`src/rtl/mem_stage_lsu.sv`:
```
// mem_stage_lsu: MEM-stage load/store unit of the 5-stage RISC-V pipeline.
// Takes the EX/MEM fields, issues word-aligned dmem requests with byte
// enables over a req/ack handshake, stalls upstream while a request is
// outstanding, aligns/extends load data and registers the MEM/WB fields.
// Optional feature: define DMEM_TIMEOUT_EN to abandon a request that has
// not been acknowledged within TIMEOUT_CYCLES cycles.
module mem_stage_lsu #(
    parameter int unsigned TIMEOUT_CYCLES = 64
) (
    input  logic        clk_i,
    input  logic        rst_i,
    input  logic        memreadM_i,
    input  logic        memwriteM_i,
    input  logic        regwriteM_i,
    input  logic [2:0]  funct3M_i,
    input  logic [31:0] aluresultM_i,
    input  logic [31:0] writedataM_i,
    input  logic [4:0]  rdM_i,
    input  logic [31:0] pcplus4M_i,
    output logic        stallM_o,
    output logic        dmem_req_o,
    output logic        dmem_we_o,
    output logic [31:0] dmem_addr_o,
    output logic [3:0]  dmem_be_o,
    output logic [31:0] dmem_wdata_o,
    input  logic        dmem_ack_i,
    input  logic [31:0] dmem_rdata_i,
    output logic [31:0] readdataW_o,
    output logic [31:0] aluresultW_o,
    output logic [4:0]  rdW_o,
    output logic [31:0] pcplus4W_o,
    output logic        regwriteW_o,
    output logic        err_o
);

    typedef enum logic {IDLE, REQ} state_t;

    state_t      state;
    logic [2:0]  f3_q;
    logic [1:0]  off_q;
    logic [4:0]  rd_q;
    logic [31:0] pc4_q;
    logic [31:0] alu_q;
    logic        rw_q;

    logic        mem_op;
    logic        legal_f3;
    logic        misaligned;
    logic        bad;
    logic        go;
    logic        timeout_hit;
    logic [1:0]  off;
    logic [3:0]  be_next;
    logic [31:0] wdata_next;
    logic [31:0] shifted;
    logic [31:0] load_ext;

`ifdef DMEM_TIMEOUT_EN
    localparam int unsigned CW = ($clog2(TIMEOUT_CYCLES) > 8) ? $clog2(TIMEOUT_CYCLES) : 8;
    logic [CW-1:0] cnt;
`endif

    // Decode the incoming access: legality, alignment, lanes and stall
    always_comb begin
        off        = aluresultM_i[1:0];
        mem_op     = memreadM_i | memwriteM_i;
        legal_f3   = 1'b0;
        if (memwriteM_i) begin
            case (funct3M_i)
                3'b000, 3'b001, 3'b010: legal_f3 = 1'b1;
                default:                legal_f3 = 1'b0;
            endcase
        end else begin
            case (funct3M_i)
                3'b000, 3'b001, 3'b010, 3'b100, 3'b101: legal_f3 = 1'b1;
                default:                                legal_f3 = 1'b0;
            endcase
        end
        misaligned = ((funct3M_i[1:0] == 2'b01) && off[0]) ||
                     ((funct3M_i[1:0] == 2'b10) && (off != 2'b00));
        bad        = mem_op && (!legal_f3 || misaligned);
        go         = (state == IDLE) && mem_op && !bad;
        case (funct3M_i[1:0])
            2'b00:   be_next = 4'b0001 << off;
            2'b01:   be_next = 4'b0011 << off;
            default: be_next = 4'b1111;
        endcase
        wdata_next = writedataM_i << {off, 3'b000};
`ifdef DMEM_TIMEOUT_EN
        timeout_hit = (state == REQ) && !dmem_ack_i && (cnt == CW'(TIMEOUT_CYCLES - 1));
`else
        timeout_hit = 1'b0;
`endif
        if (state == IDLE) stallM_o = go;
        else               stallM_o = !dmem_ack_i && !timeout_hit;
    end

    // Align the returned word to its byte lane and extend per funct3
    always_comb begin
        shifted = dmem_rdata_i >> {off_q, 3'b000};
        case (f3_q)
            3'b000:  load_ext = {{24{shifted[7]}}, shifted[7:0]};
            3'b001:  load_ext = {{16{shifted[15]}}, shifted[15:0]};
            3'b100:  load_ext = {24'b0, shifted[7:0]};
            3'b101:  load_ext = {16'b0, shifted[15:0]};
            default: load_ext = shifted;
        endcase
    end

    // Request FSM with registered dmem and MEM/WB outputs
    always_ff @(posedge clk_i or posedge rst_i) begin
        if (rst_i) begin
            state        <= IDLE;
            dmem_req_o   <= 1'b0;
            dmem_we_o    <= 1'b0;
            dmem_addr_o  <= '0;
            dmem_be_o    <= '0;
            dmem_wdata_o <= '0;
            f3_q         <= '0;
            off_q        <= '0;
            rd_q         <= '0;
            pc4_q        <= '0;
            alu_q        <= '0;
            rw_q         <= 1'b0;
            readdataW_o  <= '0;
            aluresultW_o <= '0;
            rdW_o        <= '0;
            pcplus4W_o   <= '0;
            regwriteW_o  <= 1'b0;
            err_o        <= 1'b0;
`ifdef DMEM_TIMEOUT_EN
            cnt          <= '0;
`endif
        end else begin
            err_o <= 1'b0;
            case (state)
                IDLE: begin
                    if (go) begin
                        state        <= REQ;
                        dmem_req_o   <= 1'b1;
                        dmem_we_o    <= memwriteM_i;
                        dmem_addr_o  <= {aluresultM_i[31:2], 2'b00};
                        dmem_be_o    <= be_next;
                        dmem_wdata_o <= wdata_next;
                        f3_q         <= funct3M_i;
                        off_q        <= off;
                        rd_q         <= rdM_i;
                        pc4_q        <= pcplus4M_i;
                        alu_q        <= aluresultM_i;
                        rw_q         <= regwriteM_i;
`ifdef DMEM_TIMEOUT_EN
                        cnt          <= '0;
`endif
                        readdataW_o  <= '0;
                        aluresultW_o <= '0;
                        rdW_o        <= '0;
                        pcplus4W_o   <= '0;
                        regwriteW_o  <= 1'b0;
                    end else if (bad) begin
                        err_o        <= 1'b1;
                        readdataW_o  <= '0;
                        aluresultW_o <= '0;
                        rdW_o        <= '0;
                        pcplus4W_o   <= '0;
                        regwriteW_o  <= 1'b0;
                    end else begin
                        readdataW_o  <= '0;
                        aluresultW_o <= aluresultM_i;
                        rdW_o        <= rdM_i;
                        pcplus4W_o   <= pcplus4M_i;
                        regwriteW_o  <= regwriteM_i;
                    end
                end
                REQ: begin
                    if (dmem_ack_i) begin
                        state        <= IDLE;
                        dmem_req_o   <= 1'b0;
                        readdataW_o  <= dmem_we_o ? '0 : load_ext;
                        aluresultW_o <= alu_q;
                        rdW_o        <= rd_q;
                        pcplus4W_o   <= pc4_q;
                        regwriteW_o  <= rw_q;
                    end else begin
                        readdataW_o  <= '0;
                        aluresultW_o <= '0;
                        rdW_o        <= '0;
                        pcplus4W_o   <= '0;
                        regwriteW_o  <= 1'b0;
                        if (timeout_hit) begin
                            state      <= IDLE;
                            dmem_req_o <= 1'b0;
                            err_o      <= 1'b1;
                        end
`ifdef DMEM_TIMEOUT_EN
                        cnt <= cnt + 1'b1;
`endif
                    end
                end
                default: state <= IDLE;
            endcase
        end
    end

endmodule

```
`config.mk`:
```
export PLATFORM = sky130hd
export DESIGN_NAME = mem_stage_lsu
export DESIGN_NICKNAME = d
export VERILOG_FILES = /design/src/rtl/mem_stage_lsu.sv
export SDC_FILE = /design/constraint.sdc
export NUM_CORES = 1
export LEC_CHECK = 0
export CORE_ASPECT_RATIO = 0.6
export CORE_UTILIZATION = 46
export DETAILED_ROUTE_END_ITERATION = 8
export PLACE_DENSITY = 0.92
export RECOVER_POWER = 25
export SETUP_SLACK_MARGIN = 0.15
export SKIP_CTS_REPAIR_TIMING = 1
export SYNTH_ARGS = -nofsm -noshare
export SYNTH_HDL_FRONTEND = slang
export SYNTH_SLANG_ARGS = --single-unit
```
`constraint.sdc`:
```
create_clock -name clk_i -period 8.8 [get_ports clk_i]
set_clock_uncertainty 0.15 [all_clocks]
set_input_delay 1.32 -clock clk_i [delete_from_list [all_inputs] [get_ports clk_i]]
set_output_delay 1.32 -clock clk_i [all_outputs]
set_load 0.005 [all_outputs]
```
# Word-level counts from Yosys, hierarchy flattened
# Cells that the tools add are included.
# word_totals
register_bits	247
inputBits	142
latch_bits	0
output_inout_bits	174
mem_count	0
mem_bits_rw	0
rom_bits	0
elab_cells	87
# op_classes
mul	0
shift	4
addsub	0
mux	34
bitwise_logic	2
n_eq_ne	11
n_div	0
reduce_logical	18
order_cmp	0
# ops
op	n
$mux W32	8
$pmux W32 S2	3
$pmux W32 S4	1
$shl A32 B5 Y32	1
$shr A32 B5 Y32	1
$mux W5	3
$mux W1	13
$eq A3 B3 Y1 const B	4
$pmux W5 S2	1
$pmux W1 S2	4
$pmux W4 S2	1
$eq A3 B1 Y1 const B	2
$logic_not A3 Y1	2
$logic_and A1 B1 Y1	5
$reduce_or A5 Y1	1
$ne A2 B2 Y1 const B	2
$reduce_and A2 Y1	2
$shl A1 B2 Y4 const A	1
$shl A2 B2 Y4 const A	1
$eq A3 B2 Y1 const B	1
$logic_not A1 Y1	3
$reduce_or A3 Y1	1
$eq A2 B1 Y1 const B	1
$eq A2 B2 Y1 const B	1
5 further kinds	6

# Logic depth before layout (Yosys ltp)
# Gate-level depths: netlist (run 1).
# logic_depth
word_depth	11
ltp_mapped	6

# Worst setup path after synthesis (run 1)
# OpenSTA, ideal clock, no wires.
# synth_path
path_type	input to output
from	input aluresultM_i[1]
to	output stallM_o
path_buffers	3
stages	6
arrival_ns	2.410
setup_slack_ns	4.920
path_cell_list	clkbuf_1 -> nor4_2 -> o221ai_1 -> buf_4 -> buf_2 -> o21ai_1
# synth_between
elab_chain_len	8
# synth_lines
element	line_no	text
from (decl)	16	input logic [31:0] aluresultM_i,
$reduce_bool A2 Y1	80	((funct3M_i[1:0] == 2'b10) && (off != 2'b00));
$logic_and A1 B1 Y1	80	
$logic_or A1 B1 Y1	79	misaligned = ((funct3M_i[1:0] == 2'b01) && off[0]) ||
$logic_or A1 B1 Y1	81	bad = mem_op && (!legal_f3 || misaligned);
$logic_and A1 B1 Y1	81	
$logic_not A1 Y1	82	go = (state == IDLE) && mem_op && !bad;
$logic_and A1 B1 Y1	82	
$mux W1	94	if (state == IDLE) stallM_o = go;
to (decl)	20	output logic stallM_o,
# No other way between the ends.

# Final worst setup path (run 1)
# layout_path
from	input aluresultM_i[0]
to	output stallM_o
# layout_between
elab_chain_len	8
# layout_lines
element	line_no
$reduce_bool A2 Y1	80
$logic_and A1 B1 Y1	80
$logic_or A1 B1 Y1 *	79
$logic_or A1 B1 Y1 *	81
$logic_and A1 B1 Y1 *	81
$logic_not A1 Y1 *	82
$logic_and A1 B1 Y1 *	82
$mux W1 *	94
# Mark *: on every way between the ends. The rest lies on a longest branch, timed or not.

==> results of run 1 <==
cell usage in the layout (no fill, tap or decap), types with 12 or more instances in the layout:
| cell | count |
|---|---|
| nor2b_1 | 12 |
| clkbuf_16 | 21 |
| a22o_1 | 70 |
| nand2_1 | 21 |
| nor2_1 | 16 |
| inv_1 | 12 |
| mux2i_1 | 48 |
| mux2_1 | 109 |
| a211oi_1 | 22 |
| clkdlybuf4s50_1 | 312 |
| dfrtp_1 | 215 |
power by group:
| group | total (W) | internal, W | leakage (nW) | switching, W |
|---|---|---|---|---|
| Clock | 0.000849 | 0.000474 | 0.323 | 0.000375 |
| Combinational | 0.000811 | 0.000464 | 2.54 | 0.000347 |
| Sequential | 0.00131 | 0.00119 | 2.73 | 0.000121 |
metrics by stage:
stage	cell area [sq um]	setup slack (ns)	cells	power [W]	hold slack, ns
floorplan	9190	1.45	681	0.00171	0.314
finish	12900	2.88	1224	0.00297	0.341
detailed placement	12300	3.95	1186	0.00213	0.330
global route	12900	2.65	1223	0.00311	0.353
global placement	12300	4.05	1186	0.00209	0.324
CTS	12900	3.94	1223	0.00299	0.345
metal layers:
metal | vias to the layer above | wire length [um] | global-route usage (%) | part of all wire, %
met5 | - | 0 | 0 | 0
met4 | 0 | 598 | 6.17 | 2.3
met3 | 45 | 2570 | 7.88 | 10
met2 | 330 | 12000 | 40.0 | 47
met1 | 3412 | 10600 | 33.2 | 41
li1 | 2999 | - | - | -
cell type report:
type | instances | area, sq um | share of cell area, %
Multi-Input combinational cell | 370 | 3280 | 25.5
Clock buffer | 28 | 592 | 4.59
Inverter | 13 | 56.3 | 0.437
Antenna cell | 1 | 2.50 | 0.0194
Timing Repair Buffer | 322 | 3200 | 24.8
Sequential cell | 215 | 5380 | 41.7
Clock inverter | 9 | 51.3 | 0.398
Tap cell | 266 | 333 | 2.58
how the worst max path moves through the flow:
stage	end	slack (ns)
floorplan	alu_q[10]$_DFFE_PP0P_	1.45
global placement	stallM_o	4.05
detailed placement	stallM_o	3.95
CTS	stallM_o	3.94
global route	stallM_o	2.65
finish	stallM_o	2.88
state kept, by name, indices dropped and copies added, names as in the netlist:
register and flops:
state 1, pcplus4W_o 32, dmem_we_o 1, rw_q 1, err_o 1, pc4_q 32, alu_q 31, off_q 1
dmem_wdata_o 32, rdW_o 5, regwriteW_o 1, rd_q 5, f3_q 3, readdataW_o 32, dmem_be_o 4, aluresultW_o 32
dmem_req_o 1
kinds of logic (layout without fill, tap and decap cells):
family                    Yosys count  count (layout)
other                               1               3
DFF                               215             215
xor gates and xnor gates            1               1
buffers and inverters              96             372
AOI/OAI and AO/OA                 142             142
muxes                             159             159
and+or+nand+nor                    66              66
worst max-delay path, stage by stage:
cell	delay, ns
clkdlybuf4s50_1	0.47
clkbuf_1	1.35
a221oi_1	0.46
o221ai_4	0.28
o21ai_1	0.12
clkdlybuf4s50_1	0.45
cell usage after synthesis, drive strengths merged, types with 2 or more instances:
cell | count | area (sq um)
mux2 | 111 | 1250
mux2i | 48 | 480
nor2 | 16 | 60.1
nand2b | 2 | 12.5
clkbuf | 26 | 97.6
o2bb2ai | 8 | 70.1
a31oi | 8 | 50.1
nor2b | 12 | 75.1
a22o | 70 | 613
nor4bb | 8 | 80.1
buf | 57 | 407
nand2 | 21 | 78.8
a211oi | 22 | 165
a221oi | 9 | 78.8
dfrtp | 215 | 5380
inv | 13 | 48.8
o21ai | 11 | 55.1
o221ai | 8 | 70.1
nor4 | 2 | 18.8
==> impl_summary.md, run 1 <==
Pwr
The peak supply drop is about 160 uV. In this run the power density over the cells is 230 nW/um^2. Summed over all cells, the static leakage comes to ~5.6 nW.

Logic synthesis
The share of flip-flops with an asynchronous set or reset is between 90% and 100%. The cell count after synthesis is around 700. The proportion of synthesized area in mux cells is a little under a fifth. After synthesis, the largest family of logic cells by area is multiplexers. Sequential elements use 58.6% of the synthesized area. For this run, the number of Yosys warnings is 0. The area fraction in and, or, nand and nor cells after synthesis is 3.88%. Summing the areas of all compound-gate instances in the mapped netlist gives around an eighth of the synthesized area. The area share of fa/ha/maj cells after synthesis is 0%.

The synthesized design contains 0 enable-type register cells. The mapped cell area is slightly above 9000 sq um. After synthesis, the netlist uses 38 different library cells. Summing the areas of all xor and xnor instances in the mapped netlist gives 0.0953% of the synthesized area. The most common flop cell mapped by yosys is dfrtp_1. The per-instance average area after synthesis is approximately 14 sq um. After synthesis the netlist holds a flip-flop and latch count of about 220.

Setup path
The required time reported for the critical path endpoint is 7.33 ns. The worst register-to-register path ends at dmem_wdata_o[31]$_DFFE_PP0P_. In this run the worst setup path begins at aluresultM_i[0].

The category of the worst setup path launch point is an input pin. Setup slack on the worst reg-to-reg path comes out at 6.05 ns. The worst register-to-register path begins at state$_DFF_PP0_. For the worst flop-to-flop path, the logic depth is 5. The nature of the critical path endpoint is an output port. STA puts the critical path data arrival time at 4.45 ns. The largest fanout on the critical path is 33. The critical path start-end classification is input pin to output port.

CTS
The TritonCTS clock tree is done. In this run the number of H-tree levels came out at 1. In this run the deepest clock path goes through 3 buffers. The tree is rooted in a clkbuf_16. The clock transition at the register clock pins on the worst setup and hold paths after CTS is 0.06 ns. For the worst-skew pair, the clock arrives at the later sink with an insertion delay of about 0.5 ns. The clock net in this run drives a total of around 220 sinks.

The total clock buffers created by CTS is 21.

GRT
Global routing finished with a remaining overflow of 0. The total routing resource utilization after global routing is roughly a quarter. Entering global routing, the biggest net connects ~160 pins.

The initial antenna violation count is 1. The via count of the first global-routing pass is 7,009. The first global-routing pass estimated approximately 40 mm of wire.

Floorplan
From left edge to right edge, the die measures 184 um. The number of ports placed on the die boundary is between 300 and 400. Row generation in the floorplan step produced 39 rows. Measured along the y axis, the die boundary spans between 100 and 150 um. The die outline area is slightly above 20,000 sq um. For this configuration, the core starts out at a cell density of between 40% and 50%. In this run the standard cell core region covers about 19,000 sq um.

Cells and area
Fill cells in the final layout number around 1,300. The area overhead of the layout relative to synthesis is 40.3%. The net count of the finished layout is between 1,000 and 1,500. Cells fill about 67% of the core in the end. The proportion of layout cells with a drive suffix above 1 is between 5 and 6%.

Worst hold path
The number of instances on the worst hold path is 1. The class of the most critical hold timing path is flip-flop to flip-flop. The sink of the worst hold path is pc4_q[26]$_DFFE_PP0P_. In this run the most critical hold path is launched from pc4_q[26]$_DFFE_PP0P_.

STA
The number of setup violations in the final report is 0. In this run the tightest slew margin relative to its limit is -25.2%. The count of endpoints failing hold in the final timing report is 0. Setup repair after global routing left no endpoint under its margin.

Dividing the final minimum period by the clock period gives just under 70%. Derived from the worst setup path, the maximum achievable clock frequency is 169 MHz. Summed over all failing endpoints, the final setup total negative slack is 0 ns.

The minimum clock period after layout is 5.92 ns. The final-report max-slew violation count came to 34. For the pin with the worst max-slew slack, the measured transition is about 1.9 ns.

Detailed routing
The routed layout has ~6,800 vias. The total length of routed wires is 25.7 mm. The length of the first detailed-routing pass in iterations is 5. After detailed routing, the number of vias per cell comes to between 5 and 6.

Once detail routing completed, the nets flagged for antenna violations numbered 0. The initial DRC count is roughly 570. The number of remaining DRC errors is 0. In the final routed layout, each cell accounts on average for around 21 um.

Placement
After legalization and detailed placement, the total HPWL measured approximately 18 mm. The routability-driven placement congestion ratio is 0.926. During placement, the flow inserted port buffers numbering around 310.

Run status
The checks that failed: max-capacitance violations, max-slew violations. The flow ran to the end, but the final reports show violations.

Flow run
The number of max-cap violations is 1.
Power figures use the tool's default switching activity.
==> run 2, diff against run 1 <==
clock period = 6 ns   (was 8.8 ns; I/O delays follow)
==> run 2 against run 1 <==
  * The flow now finishes without violations
  * Non-clock buffer count is 1 higher
  * Die area unchanged
  * First-iteration DRC count down 16%
  * Core utilization increased by 0.23 points
  * Sequential share of layout area decreased by 0.14 points
  * Global-route usage shrank 0.24 points
  * Cell count is the same
  * Critical path type unchanged
  * Via count increased by 0.22%
  * Flip-flop and latch count stayed put
  * Register-to-register slack got worse by 2.9 ns
  * Combinational power grew 47%
  * Highest routed layer unchanged
==> impl_summary.md, run 2 (synthesis gave the netlist of run 1 again) <==
Run status
The flow ran to the end, and the final reports show no timing, DRC or antenna violations.

Cells and area
The proportion of layout cells with a drive suffix above 1 is 5.01% (-0.21 points). The top cell types in the final layout, fill and taps aside, are clkdlybuf4s50_1, dfrtp_1, mux2_1. The final antenna diode count is 0 (-1). The most common cell after layout, fill and taps aside is clkdlybuf4s50_1. The area taken by flip-flops and latches is 5380 sq um (unchanged).

The post-layout net count is 1,086 (+0.092%). The final cell count without fillers came to 1,224 (unchanged). Relative to the synthesized area, the layout overhead comes to 40.8%. The area used by multi-input combinational logic is 3280 sq um (unchanged). The number of fill cells came to 1,325 (-0.67%).

STA
The accumulated negative setup slack was 0 ns (unchanged). The remaining max-slew budget at the tightest pin was 30.5% (+56 points). The actual slew at the worst max-slew pin is 1.04 ns (-0.839 ns).

The worst path in the final design needs a cycle of around 4.0 ns, including I/O delays and setup. Timing would allow up to 250 MHz. The count of endpoints failing hold in the final timing report is 0 (unchanged). Setup repair after global routing left no endpoint under its margin. The final-report max-slew violation count is 0 (-100%). The part of the cycle the worst path needs is about two thirds. The number of setup violations in the final report came to 0 (unchanged). The worst slack on hold paths is 0.342 ns (+0.00107 ns).

GRT
The initial antenna violation count is 0 (-1). The total routing resource utilization after global routing is 24.8% (-0.24 points). The remaining global-route overflow is 0 (unchanged). The pin count of the biggest net entering global routing is 151 (-2.6%). The via count of the first global-routing pass is 6,825 (-2.6%). The wire length of the first global-routing pass is 39.4 mm (-1.6%).

Setup path
The nature of the critical path endpoint is an output port. The signal on the critical path passes through clkdlybuf4s50_1 > buf_4 > a221oi_1 > o221ai_4 > o21ai_1 > clkdlybuf4s50_1. The delay of the slowest cell on the worst path is 0.55 ns (-0.80 ns). The cell type with the highest occurrence count on the critical path is clkdlybuf4s50_1. The largest fanout on the critical path is 33 (unchanged).

The logic depth of the worst register-to-register path is 5 (unchanged). The startpoint of the worst-slack reg-to-reg timing path is state$_DFF_PP0_. The number of buffer and inverter stages on the critical path is 3 (unchanged). The category of the worst setup path launch point is an input pin. The required time reported for the critical path endpoint was 4.95 ns (-2.38 ns). The critical path start-end classification is input pin to output port. The worst reg-to-reg setup slack was 3.18 ns (-2.87 ns). On the critical path the largest part of the delay comes from buffers and inverters. In this run the critical register-to-register path is captured at alu_q[9]$_DFFE_PP0P_. Among all stages on the critical path, the largest delay is contributed by clkdlybuf4s50_1.

The data arrival time of the critical path came to 2.95 ns (-1.50 ns).

Detailed routing
The number of nets still failing antenna checks after routing is 0 (unchanged). The met1 wire length is 10.7 mm (+1.3%). The wire length on met3 is 2.71 mm (+5.4%).

The length of the first detailed-routing pass in iterations is 5 (unchanged). The total length of routed wires is 25.4 mm (-1.1%). The via density per instance is 5.56 (+0.22%). The number of remaining DRC errors came to 0 (unchanged). The detailed route wirelength on metal2 is 11.5 mm (-4.4%). The highest metal layer with signal wires is met4. The initial DRC count is 475 (-16%). The average wire length per cell after detail routing was 20.8 um (-1.1%). The total number of vias is 6,801 (+0.22%).

Floorplan
The number of ports placed on the die boundary is 316 (unchanged). The placeable core area is 19,300 sq um (unchanged). The starting density of the core came to 47.7% (unchanged). The horizontal die dimension came to 184 um (unchanged). The die outline area came to 20,600 sq um (unchanged). The overall die height came to 111 um (unchanged). The number of standard-cell rows in the floorplan is 39 (unchanged).

Pwr
The switching power is 0.00123 W (+46%). The peak supply drop is 243 uV (+56%). The share of total power consumed by net switching is 27.9% (-0.52 points). The combinational power share came to 27.0% (-0.3 points).

The clock power share is 29.5% (+0.9 points). The design internal power was 0.00317 W (+49%). The power share of the sequential group came to 43.5% (-0.5 points).

The cell area power density is 340 nW/um^2 (+48%). The leakage power came to 5.60 nW (+0.17%).

Flow run
The number of max-cap violations is 0 (-1).

CTS
The total clock buffers created by CTS is 21 (unchanged). The latest clock arrival within the worst-skew pair is 0.49 ns (about the same). The clock transition at the register clock pins on the worst setup and hold paths after CTS is 0.06 ns (about the same).

The buffer cell driving the clock tree root is clkbuf_16. The TritonCTS clock tree is done. The TritonCTS sink count is 215 (unchanged). The number of H-tree levels came to 1 (unchanged).

The maximum clock path buffer count is 3 (unchanged).

Worst hold path
The number of instances on the worst hold path is 1 (unchanged). The sink of the worst hold path is dmem_wdata_o[20]$_DFFE_PP0P_. The startpoint identified for the worst hold timing path is dmem_wdata_o[20]$_DFFE_PP0P_. The min-delay analysis places its worst path in the category flip-flop to flip-flop.

Placement
The routability-driven placement congestion ratio is 0.877 (-5.3%). The number of I/O port buffers is 313 (unchanged). The number of cells in the design after placement is 1,187 (+0.084%).

The post-DP HPWL is 17.5 mm (-0.67%).
==> run 2: cell type report <==
cell class | instances | area share [%]
sequential | 215 | 41.6
multi-input combinational | 370 | 25.4
timing repair buffer | 323 | 24.9
clock buffer | 33 | 4.80
tap | 266 | 2.57
clock inverter | 4 | 0.397
inverter | 13 | 0.387
==> run 2: stage by stage <==
step / power [W] / util, % / area (sq um) / worst slack (ns)
2_1_floorplan: 0.00250 / - / 9200 / 2.15
3_3_place_gp: 0.00306 / 63.6 / 12300 / 1.72
3_5_place_dp: 0.00311 / 63.6 / 12300 / 1.67
4_1_cts: 0.00443 / 67.1 / 12900 / 2.02
5_1_grt: 0.00462 / 67.1 / 12900 / 1.89
6_report: 0.00440 / 67.1 / 12900 / 2.00
==> run 2: worst reg2reg max path, delay by kind of cell, from the launching register on <==
| kind | cells | cell delay (ns) |
|---|---|---|
| AO/OA/AOI/OAI | 1 | 0.07 |
| multiplexers | 1 | 0.49 |
| buffers and inverters | 3 | 1.54 |
| flip-flops | 1 | 0.44 |
==> run 2: power by group through the flow <==
stage | sequential [W] | clock [W] | combinational (W)
CTS | 0.00191 | 0.00133 | 0.00119
finish | 0.00191 | 0.00130 | 0.00119
global placement | 0.00191 | 0 | 0.00114
detailed placement | 0.00193 | 0 | 0.00118
floorplan | 0.00190 | 0 | 0.000600
global route | 0.00195 | 0.00139 | 0.00128
==> run 2: per-layer routing <==
layer  GRT usage (%)  up-vias
met1            33.6     3404
met2            37.9      355
met5               0        -
li1                -     2998
met4            6.33        0
met3            8.67       44
==> run 2: worst max-delay path by stage <==
stage / start / to / cells after the start / slack (ns)
final: aluresultM_i[0] / stallM_o / 6 / 2.00
after global routing: aluresultM_i[0] / stallM_o / 6 / 1.89
after CTS: aluresultM_i[0] / stallM_o / 6 / 2.02
after global placement: aluresultM_i[0] / alu_q[5]$_DFFE_PP0P_ / 7 / 1.72
after detailed placement: aluresultM_i[0] / alu_q[9]$_DFFE_PP0P_ / 7 / 1.67
after floorplan: rst_i / alu_q[10]$_DFFE_PP0P_ / 1 / 2.15
==> run 3, diff against run 2 <==
CORE_UTILIZATION = 41   (was 46)
PLACE_DENSITY = 0.87   (was 0.92)
clock period = 3.6 ns   (was 6 ns; I/O delays follow)
==> run 3 against run 2 <==
  * Routed wire length down 1.5%
  * Die area up 12%
  * Clock power up 71%
  * Non-clock buffer count up 10
  * Combinational power up 66%
  * Count of clock-buffer cells in the layout down 5
  * Cell count up 1.9%
  * Sequential share of layout area down 0.41 points
  * Setup slack worse by 1.7 ns
==> impl_summary.md, run 3 (synthesis gave the netlist of run 1 again) <==
Pwr
The share of total power consumed by net switching is 27.6% (-0.31 points). The clock power share is 30.1% (+0.6 points). The design internal power came to 0.00535 W (+68%). The peak supply drop is 354 uV (+46%).

The combinational power share is 26.6% (-0.4 points). The switching power was 0.00204 W (+66%). The overall power after layout is 0.00739 W (+68%). The cell area power density is 565 nW/um^2 (+66%).

The leakage power is 5.66 nW (+1.0%). The power share of the sequential group was 43.2% (-0.3 points).

Setup path
The logic depth of the worst register-to-register path came to 5 (unchanged). The category of the worst setup path launch point is an input pin. The delay of the slowest cell on the worst path came to 0.61 ns (+0.06 ns). The critical path depth came to 5 (-1). The number of buffer and inverter stages on the critical path is 2 (-1). The slowest stage cell on the critical path is dlygate4sd3_1.

The data arrival time of the critical path is 2.61 ns (-0.34 ns). The kind of cell with the highest combined delay along the critical path is buffers and inverters. STA classifies the critical path endpoint as an output port. The worst reg-to-reg setup slack is 0.87 ns (-2.31 ns). The critical path goes through dlygate4sd3_1 > a221oi_1 > o221ai_4 > o21ai_1 > clkdlybuf4s50_1. The largest fanout on the critical path is 4 (-88%). The required time reported for the critical path endpoint was 2.91 ns (-2.04 ns).

The setup path with the least slack is of type input pin to output port.

CTS
The latest clock arrival within the worst-skew pair is 0.49 ns (about the same). The buffer cell driving the clock tree root is clkbuf_16. The number of H-tree levels is 1 (unchanged). The maximum clock path buffer count is 3 (unchanged). The TritonCTS sink count is 215 (unchanged). The clock transition at the register clock pins on the worst setup and hold paths after CTS is 0.06 ns (about the same). TritonCTS built the clock tree. The total clock buffers created by CTS is 21 (unchanged).

Placement
The number of cells in the design after placement is 1,210 (+1.9%). The routability-driven placement congestion ratio is 0.892 (+1.8%). The post-DP HPWL is 17.8 mm (+1.3%). The number of I/O port buffers is 313 (unchanged). The minimum setup slack after placement is -0.0470 ns (-1.71 ns).

STA
The final-report max-slew violation count is 0 (unchanged). The accumulated negative setup slack is 0 ns (unchanged). The number of setup violations in the final report was 0 (unchanged). Subtracting the final worst setup slack from the clock period gives 3.30 ns. The remaining max-slew budget at the tightest pin came to 4.57% (-26 points). Setup repair after global routing left no endpoint under its margin.

The count of endpoints failing hold in the final timing report came to 0 (unchanged). The part of the cycle the worst path needs is approximately nine tenths. The setup slack after layout is 0.300 ns (-1.70 ns). The actual slew at the worst max-slew pin is 1.42 ns (+0.385 ns).

The top achievable clock speed is just over 300 MHz.

GRT
The wire length of the first global-routing pass was 39.4 mm (+0.21%). The total routing resource utilization after global routing is 21.6% (-3.1 points). The via count of the first global-routing pass came to 6,866 (+0.60%). The remaining global-route overflow is 0 (unchanged). The pin count of the biggest net entering global routing is 72 (-52%). The initial antenna violation count came to 0 (unchanged).

Floorplan
The overall die height came to 118 um (+5.8%). The number of ports placed on the die boundary was 316 (unchanged). The die outline area came to 23,000 sq um (+12%). The horizontal die dimension is 195 um (+5.9%).

The starting density of the core is 42.7% (-4.9 points). The placeable core area is 21,500 sq um (+12%). The number of standard-cell rows in the floorplan is 41 (+5.1%).

Detailed routing
The number of remaining DRC errors is 0 (unchanged). The initial DRC count was 462 (-2.7%). The total length of routed wires was 25.1 mm (-1.5%).

The via density per instance was 5.37 (-3.3%). The total number of vias is 6,698 (-1.5%). The average wire length per cell after detail routing is 20.1 um (-3.3%). The length of the first detailed-routing pass in iterations is 6 (+1). The number of nets still failing antenna checks after routing was 0 (unchanged).

Cells and area
The most common cell after layout, fill and taps aside is clkdlybuf4s50_1. From synthesis to final layout, the design area changed by 42.2%. The post-layout net count came to 1,096 (+0.92%). The final antenna diode count is 0 (unchanged). The final cell count without fillers is 1,247 (+1.9%).

In the layout the commonest cells are clkdlybuf4s50_1, dfrtp_1, mux2_1. The proportion of layout cells with a drive suffix above 1 is 5.99% (+0.98 points).

Worst hold path
The class of the most critical hold timing path is flip-flop to flip-flop. The number of instances on the worst hold path came to 1 (unchanged).

Flow run
The number of max-cap violations is 0 (unchanged).

Run status
The run finished with clean final reports.
[run 3: changes by cell type in the layout (fill, tap and decap cells not counted), sizes merged]
cell,change
buf,+5
bufinv,+1
clkdlybuf4s50,-1
clkinv,+3
clkinvlp,+1
dlygate4sd3,+1
[run 3: area by class of cell]
class / count / area [sq um]
Sequential cell: 215 / 5380
Tap cell: 279 / 349
Fill cell: 1614 / 8430
Clock buffer: 28 / 592
Inverter: 13 / 50.0
Clock inverter: 9 / 111
Multi-Input combinational cell: 370 / 3280
Timing Repair Buffer: 333 / 3300
[run 3: path summary, 6_finish.rpt]
kind / from / endpoint
max in group asynchronous: rst_i / dmem_be_o[2]$_DFFE_PP0P_
min in group asynchronous: rst_i / aluresultW_o[20]$_DFF_PP0_
worst max register to register: state$_DFF_PP0_ / pc4_q[31]$_DFFE_PP0P_
worst max-delay path: aluresultM_i[0] / stallM_o
worst min-delay path: dmem_wdata_o[22]$_DFFE_PP0P_ / dmem_wdata_o[22]$_DFFE_PP0P_
worst min register to register: dmem_wdata_o[22]$_DFFE_PP0P_ / dmem_wdata_o[22]$_DFFE_PP0P_
[run 3: power groups by stage]
| stage | registers, W | clock network (W) | logic [W] |
|---|---|---|---|
| after floorplan | 0.00317 | 0 | 0.00100 |
| after CTS | 0.00319 | 0.00228 | 0.00199 |
| after global routing | 0.00325 | 0.00238 | 0.00211 |
| final | 0.00319 | 0.00222 | 0.00197 |
| after global placement | 0.00320 | 0 | 0.00193 |
| after detailed placement | 0.00323 | 0 | 0.00197 |
[run 3: stage by stage]
step	hold WS (ns)	utilization, %	area [sq um]
after global routing	0.355	60.8	13100
after floorplan	0.314	-	9200
after global placement	0.323	57.7	12400
after CTS	0.345	60.9	13100
final	0.343	60.8	13100
after detailed placement	0.331	57.7	12400
[run 3: per-layer routing]
metal | share of wire, % | vias to the layer above | GRT usage [%]
met5 | 0 | - | 0
met4 | 1.7 | 0 | 3.69
met3 | 8.8 | 34 | 6.62
met2 | 46 | 296 | 34.3
met1 | 44 | 3357 | 29.6
li1 | - | 3011 | -
